==> config.mk <==
export PLATFORM = sky130hd
export DESIGN_NAME = seq_pattern_tx
export DESIGN_NICKNAME = d
export VERILOG_FILES = /design/src/rtl/seq_tx_pkg.sv /design/src/rtl/seq_tx_shifter.sv /design/src/rtl/seq_pattern_tx.sv
export SDC_FILE = /design/constraint.sdc
export NUM_CORES = 1
export LEC_CHECK = 0
export ABC_AREA = 1
export CAP_MARGIN = 20
export CORE_MARGIN = 3
export CORE_UTILIZATION = 47
export CTS_BUF_LIST = sky130_fd_sc_hd__clkbuf_8
export DETAILED_ROUTE_END_ITERATION = 8
export HOLD_SLACK_MARGIN = 0.15
export PLACE_DENSITY = 0.76
export SLEW_MARGIN = 15
export SYNTH_ARGS = -nofsm -noshare
export SYNTH_HDL_FRONTEND = slang
export SYNTH_SLANG_ARGS = --single-unit
==> constraint.sdc <==
create_clock -name clk -period 1.5 [get_ports clk]
set_clock_uncertainty 0.2 [all_clocks]
set_input_delay 0.15 -clock clk [delete_from_list [all_inputs] [get_ports clk]]
set_output_delay 0.15 -clock clk [all_outputs]
set_load 0.005 [all_outputs]
==> src/rtl/seq_tx_pkg.sv <==
// Shared types and defaults for the serial frame transmitter.
//   tx_state_t : frame phase (idle, sync word, payload, idle gap)
//   DEF_*      : default frame geometry
//   cnt_width  : width of the per-phase down-counter
package seq_tx_pkg;

  typedef enum logic [1:0] {
    S_IDLE = 2'd0,
    S_SYNC = 2'd1,
    S_DATA = 2'd2,
    S_GAP  = 2'd3
  } tx_state_t;

  localparam int         DEF_SYNC_W   = 4;
  localparam logic [3:0] DEF_SYNC_PAT = 4'b0101;
  localparam int         DEF_DATA_W   = 8;
  localparam int         DEF_GAP      = 2;

  // The counter only ever holds (phase length - 1).
  // The floor of 2 keeps it at least one bit wide.
  function automatic int cnt_width(input int sync_w, input int data_w, input int gap);
    int m;
    m = 2;
    if (sync_w > m) m = sync_w;
    if (data_w > m) m = data_w;
    if (gap > m) m = gap;
    return $clog2(m);
  endfunction

endpackage

==> src/rtl/seq_tx_shifter.sv <==
// Payload shift register: parallel load, shift left, MSB drives the line.
//   clk   : rising-edge clock
//   load  : capture din (takes priority over shift)
//   shift : move contents one bit toward the MSB
//   din   : parallel payload
//   msb   : current most significant bit
module seq_tx_shifter #(
  parameter int DATA_W = 8
) (
  input  logic              clk,
  input  logic              load,
  input  logic              shift,
  input  logic [DATA_W-1:0] din,
  output logic              msb
);

  logic [DATA_W-1:0] sh_p0;

  // Pure datapath: contents are don't-care until the next load, so no reset.
  always_ff @(posedge clk) begin
    if (load) begin
      sh_p0 <= din;
    end else if (shift) begin
      sh_p0 <= sh_p0 << 1;
    end
  end

  assign msb = sh_p0[DATA_W-1];

endmodule

==> src/rtl/seq_pattern_tx.sv <==
// Serial frame transmitter. Each accepted word is sent MSB-first, one bit per
// clock, as: sync word, payload, forced-idle gap. The line idles high.
//   clk   : rising-edge clock
//   rst   : asynchronous, active-low reset
//   valid : producer has a word on din
//   din   : payload, taken on valid && ready
//   ready : transmitter is idle and can accept a word
//   j     : serial line, 1 when idle
//   busy  : a frame is in progress
//   done  : one-cycle pulse in the cycle after the last payload bit
module seq_pattern_tx
  import seq_tx_pkg::*;
#(
  parameter int                SYNC_W   = DEF_SYNC_W,
  parameter logic [SYNC_W-1:0] SYNC_PAT = DEF_SYNC_PAT,
  parameter int                DATA_W   = DEF_DATA_W,
  parameter int                GAP      = DEF_GAP
) (
  input  logic              clk,
  input  logic              rst,
  input  logic              valid,
  input  logic [DATA_W-1:0] din,
  output logic              ready,
  output logic              j,
  output logic              busy,
  output logic              done
);

  localparam int CW = cnt_width(SYNC_W, DATA_W, GAP);

  localparam logic [CW-1:0] SYNC_LD = CW'(SYNC_W - 1);
  localparam logic [CW-1:0] DATA_LD = CW'(DATA_W - 1);
  localparam logic [CW-1:0] GAP_LD  = (GAP > 0) ? CW'(GAP - 1) : '0;

  tx_state_t         state_q, state_d;
  logic [CW-1:0]     cnt_q, cnt_d;
  logic              done_q, done_d;
  logic              load, shift;
  logic              data_bit;
  logic [SYNC_W-1:0] sync_sh;

  seq_tx_shifter #(
    .DATA_W (DATA_W)
  ) u_shifter (
    .clk   (clk),
    .load  (load),
    .shift (shift),
    .din   (din),
    .msb   (data_bit)
  );

  // State, counter and done pulse all abort asynchronously.
  always_ff @(posedge clk or negedge rst) begin
    if (!rst) begin
      state_q <= S_IDLE;
      cnt_q   <= '0;
      done_q  <= 1'b0;
    end else begin
      state_q <= state_d;
      cnt_q   <= cnt_d;
      done_q  <= done_d;
    end
  end

  always_comb begin
    state_d = state_q;
    cnt_d   = cnt_q;
    load    = 1'b0;
    shift   = 1'b0;
    done_d  = 1'b0;
    case (state_q)
      S_IDLE: begin
        // ready is high throughout IDLE, so valid alone completes the handshake.
        if (valid) begin
          load    = 1'b1;
          cnt_d   = SYNC_LD;
          state_d = S_SYNC;
        end
      end
      S_SYNC: begin
        if (cnt_q == '0) begin
          cnt_d   = DATA_LD;
          state_d = S_DATA;
        end else begin
          cnt_d = cnt_q - 1'b1;
        end
      end
      S_DATA: begin
        shift = 1'b1;
        if (cnt_q == '0) begin
          done_d = 1'b1;
          if (GAP > 0) begin
            cnt_d   = GAP_LD;
            state_d = S_GAP;
          end else begin
            state_d = S_IDLE;
          end
        end else begin
          cnt_d = cnt_q - 1'b1;
        end
      end
      S_GAP: begin
        if (cnt_q == '0) begin
          state_d = S_IDLE;
        end else begin
          cnt_d = cnt_q - 1'b1;
        end
      end
      default: begin
        state_d = S_IDLE;
        cnt_d   = '0;
      end
    endcase
  end

  // The counter runs down from SYNC_W-1, so the shifted-down pattern's
  // LSB is the sync bit for this cycle, MSB first.
  assign sync_sh = SYNC_PAT >> cnt_q;

  always_comb begin
    ready = 1'b0;
    busy  = 1'b1;
    j     = 1'b1;
    case (state_q)
      S_IDLE: begin
        ready = 1'b1;
        busy  = 1'b0;
      end
      S_SYNC:  j = sync_sh[0];
      S_DATA:  j = data_bit;
      S_GAP:   j = 1'b1;
      default: busy = 1'b0;
    endcase
  end

  assign done = done_q;

endmodule

# [Word-level counts from Yosys, hierarchy flattened]
# Index checks and enable logic that the tools add are counted.
# W data, S select, Z words.
[classes] add_sub_neg=1 n_eq_ne=8 shifts=1 mux=20 n_reduce_logical=5
[op_table] op="$mux W8" count=2
[op_table] op="$mux W3" count=4
[op_table] op="$pmux W3 S4" count=1
[op_table] op="$ne A2 B2 Y1 const B" count=5
[op_table] op="$mux W2" count=4
[op_table] op="$pmux W2 S4" count=1
[op_table] op="$mux W1" count=7
[op_table] op="$eq A2 B2 Y1 const B" count=2
[op_table] op="$reduce_and A4 Y1" count=1
[op_table] op="$logic_not A3 Y1" count=1
[op_table] op="$shr A3 B3 Y1 const A" count=1
[op_table] op="$sub A3 B1 Y3 const B" count=1
[op_table] op="$eq A2 B1 Y1 const B" count=1
[op_table] op="$logic_not A2 Y1" count=1
[op_table] op="$pmux W1 S2" count=1
[op_table] op="$reduce_and A2 Y1" count=1
[op_table] op="$reduce_bool A2 Y1" count=1
[word_totals] reg_bits=14 input_bits=11 output_inout_bits=4 wordCells=39

# [Depth between registers and ports, before layout]
[logic_depth] word_depth=4 mapped_depth=8 mapped_depth_nobuf=8

# [Modules after synthesis]
# From an unflattened synthesis, not the netlist that was laid out.
[unflattened] cells_unflattened=106 area_unflattened_um2=848.3
[by_module_without_submodules] mod="seq_pattern_tx" n_inst=1 cells_each=72 area_each_um2=500.5 seq_area_each_um2=150.1
[by_module_without_submodules] mod="seq_tx_shifter" n_inst=1 cells_each=34 area_each_um2=347.8 seq_area_each_um2=240.2

# [Least setup slack after synthesis]
# Ideal clock, no wire load.
[synth_timing] path_kind="reg2reg" from="register state_q[0]" to="register u_shifter.sh_p0[1] (data pin)" t_arrival_ns=1.182 t_required_ns=1.040 slack_ns=-0.141 path_stages_with_launch=5 path_buffers=0 synth_period_minus_slack_ns=1.641 path_cell_list="dfrtp_1 inv_1 ha_1 nand2_2 mux2_2"
[synth_between] elab_chain_len=3
[synth_lines] element="start: declaration" line="seq_pattern_tx.sv:35" source="tx_state_t state_q, state_d;"
[synth_lines] element="start signal: assignment" line="seq_pattern_tx.sv:59" source="state_q <= state_d;"
[synth_lines] element="$logic_not A2 Y1" line="seq_pattern_tx.sv:71" source="case (state_q)"
[synth_lines] element="$mux W1" line="seq_pattern_tx.sv:71"
[synth_lines] element="$mux W8" line="seq_tx_shifter.sv:21" source="if (load) begin"
[synth_lines] element="end signal: assignment" line="seq_tx_shifter.sv:22" source="sh_p0 <= din;"
[synth_lines] element="end signal: assignment" line="seq_tx_shifter.sv:24" source="sh_p0 <= sh_p0 << 1;"
[synth_lines] element="end: declaration" line="seq_tx_shifter.sv:17" source="logic [DATA_W-1:0] sh_p0;"
# Every way passes these cells.
# A chain may end at the register's enable or synchronous reset.

# [Final worst setup path]
[layout_timing] from="register state_q[1]" to="output port j"
[layout_between] elab_chain_len=2 word_cells_on_any_way=3 classes_between="eq/ne (2); mux (1)"
[layout_lines] element="$eq A2 B2 Y1 / $eq A2 B1 Y1 (equally long branches)" line="seq_pattern_tx.sv:124" source="case (state_q)"
[layout_lines] element="$pmux W1 S2 (*)" line="seq_pattern_tx.sv:124"
[layout_lines] element="end: declaration" line="seq_pattern_tx.sv:24" source="output logic j,"
# Every way passes the cells marked *; elsewhere a longest branch is shown, timed or not.

==> results.md <==
- Initial core utilization: 0.5185
- GR Util All Layers: 0.1998
- I/O Pins: 15
- Worst Reg-to-Reg Cells: 4
- HP Start: din[0]
- Via count: about 710
- Max VDD drop: 1.625 mV
- Clock slew at reported path FFs: 0.06 ns
- Die width: 47.47 um
- Post-Synthesis Cell Area: 808.3 um2
- Setup crit end: j
- Drt initial violations: 12
- Pwr/cell area: 2207 mW/mm2
- Leak: between 0.5 and 0.6 nW
- Die area: 0.002253 mm2
- CP endpoint kind: output pin
- Via/cell ratio: 5.222
- Non-filler cells, final: approximately 140
- Max-slew violation count: 0
- First-pass GRT wire length: just over 3 mm
- Most frequent cells in the layout: buf_4 (16), clkdlybuf4s50_1 (11), inv_2 (8), nand2_1 (8), edfxtp_1 (8)
- Row count: 14
- Cells after DPL: between 100 and 150
- Syn nets: 102
- Min Tclk post-route: around 1.6 ns
- Layout area overhead: 56.81%
- Commonest non-fill, non-tap cell in the layout: buf_4
- Residual DRC: 0
- Root buffer cell: clkbuf_8
- Final Hold Violating Endpoints: 0
- Clk network pwr share: 0.107
- Flop2flop setup slack: -0.11 ns
- Port bufs: 14
- Int Pwr: 1.669 mW
- Post-DP HPWL: around 1.2 mm
- Largest buffer count on any clock path: 2
- CTS buffer count: 3
- Wire per inst: 14.87 um
- N_diodes: 0
- Max Cap Viol: 0
- Total power: 2.797 mW
- H-tree depth: 1
- Avg Cell Area, Syn: 9.738 um2
- Number of global-route vias before repair: 682
- RePlAce Congestion: 0.8395
- Worst hold margin: 0.3446 ns
- Achievable Freq: 0.6161 GHz
- Chip Height: 47.47 um
- RSZ-0062 raised after global routing: true
- Critical Path Fanout Max: 3
- Total wire length: 2.007 mm
- Netlist cell types: 15
- CTS tree: done
- Setup Crit Path Kind: reg -> out
- Core ar.: around 0.0016 mm2
- Initial antenna violation count: 0
- Slew headroom: 0.7765
- Hold Path Class: in -> reg
- Data required time of the worst path: 1.15 ns
- Sequential cell area fraction in the yosys report: 0.4830
- Pin count of the biggest net entering global routing: 9
- Layout cells sized above 1: 0.5042
- Tightest Pin Transition: roughly 0.33 ns
- Max incr delay on CP: 0.40 ns
- Critical Path Start Type: flip-flop
- Final Cycle Share: 1.082
- Data arrival time of the critical path: 1.27 ns
- Area occupied by multi-input gates: a little under 500 um2
- Final Instance Area: 0.001267 mm2
- Cells after Synth: 83
- Fillers: between 70 and 80
- Clk_lat worst skew: 0.24 ns
- Reg2reg end: u_shifter.sh_p0[1]
- Placed cell area: 0.001049 mm2
- Remaining antenna violation count: 0
- Layout net count: 139
- Sequential share of power: 0.267
- Logic pwr share: 0.626
- CTS Sinks: 14
- Post-route setup slack: -0.1231 ns
- Seq. cell area: ~390 um2
- Crit path from: state_q[1]
- Switching Power: about 1.1 mW
- Drt first pass iters: 4
- Ys Warns: 0
- Placement Setup Slack: -0.2947 ns
- Worst r2r src: state_q[0]
- Outcome: complete, but fails checks
- Crit path cell chain: buf_4 -> ha_4 -> a21oi_2 -> o21ai_1 -> buf_2
- WP buf/inv: 2
- Switching Share: 0.4032
- Failing checks: setup timing
- CP Depth: 5
- Gr ovfl total: 0
- Yosys reg bits: 14
- # setup viols final: 14
- Worst path top cell family by delay: flip-flops
- Max stage delay cell, worst path: dfrtp_1
==> synthesized netlist by cell type, drive strengths merged <==
library cell   n  area share
inv           15       0.070
dfrtp          6        0.19
edfxtp         8        0.30
o21ai          6       0.037
mux2           7       0.098
nor2           8       0.040
ha             8        0.12
nand3          4       0.031
a21oi          3       0.019
nand2         18       0.099
==> per-layer routing <==
layer  global-route usage  wire length [um]  up-vias
li1                     -                 -      342
met1               0.2188               766      331
met2               0.3850              1065       21
met3              0.04511                77       11
met4              0.04420                97        0
met5                    0                 0        -
==> tightest hold or removal path, cell delays in order <==
cell	delay (ns)
clkdlybuf4s50_1	0.39
inv_1	0.05
nor2_1	0.03
==> area by class of cell <==
type / instances / area share
Tap cell: 16 / 0.01579
Sequential cell: 14 / 0.3080
Clock inverter: 1 / 0.002961
Inverter: 15 / 0.04837
Multi-Input combinational cell: 55 / 0.3909
Clock buffer: 3 / 0.03258
Timing Repair Buffer: 31 / 0.2014
==> flip-flops by register name, summed over array words and instances, names as in the netlist <==
signal / count
u_shifter.sh_p0: 8
cnt_q: 3
state_q: 2
done: 1
==> cells by family after synthesis <==
kind of cell	after synthesis	synth area share
multiplexers	7	0.09753
buffers and inverters	15	0.06965
flip-flops	14	0.4830
adder cells (fa/ha/maj)	8	0.1238
AND/OR/NAND/NOR	30	0.1703
AO/OA/AOI/OAI	9	0.05572
==> timing repair <==
| item | CTS | global route |
|---|---|---|
| hold buffers | 1 | 0 |
| endpoints found under the hold margin | 6 | 0 |
| gates resized for setup | 25 | 17 |
| setup buffers | 6 | 2 |
| setup endpoints to repair | 23 | 22 |
| pin swaps | 1 | 3 |
| gates cloned | 1 | 0 |
==> power groups by stage <==
stage,Combinational [mW],Clock (mW),Sequential [mW]
4_1_cts,1.48,0.305,0.742
2_1_floorplan,0.796,0,0.731
5_1_grt,1.93,0.315,0.760
6_report,1.75,0.300,0.746
3_5_place_dp,1.24,0,0.760
3_3_place_gp,1.21,0,0.750
==> metrics by stage <==
stage | TNS [ns] | util
6_report | -0.9048 | 0.8130
5_1_grt | -2.064 | 0.8130
4_1_cts | -0.4906 | 0.7681
3_5_place_dp | -1.871 | 0.6726
3_3_place_gp | -1.162 | 0.6726
2_1_floorplan | -0.1154 | -
==> worst min path at each step <==
| stage | end | slack (ns) | depth (start not counted) |
|---|---|---|---|
| 2_1_floorplan | cnt_q[0] | -0.35 | 0 |
| 3_3_place_gp | cnt_q[2] | 0.22 | 1 |
| 3_5_place_dp | cnt_q[2] | 0.22 | 1 |
| 4_1_cts | u_shifter.sh_p0[0] | 0.34 | 3 |
| 5_1_grt | u_shifter.sh_p0[7] | 0.37 | 1 |
| 6_report | u_shifter.sh_p0[0] | 0.34 | 3 |
Power figures use the tool's default switching activity.
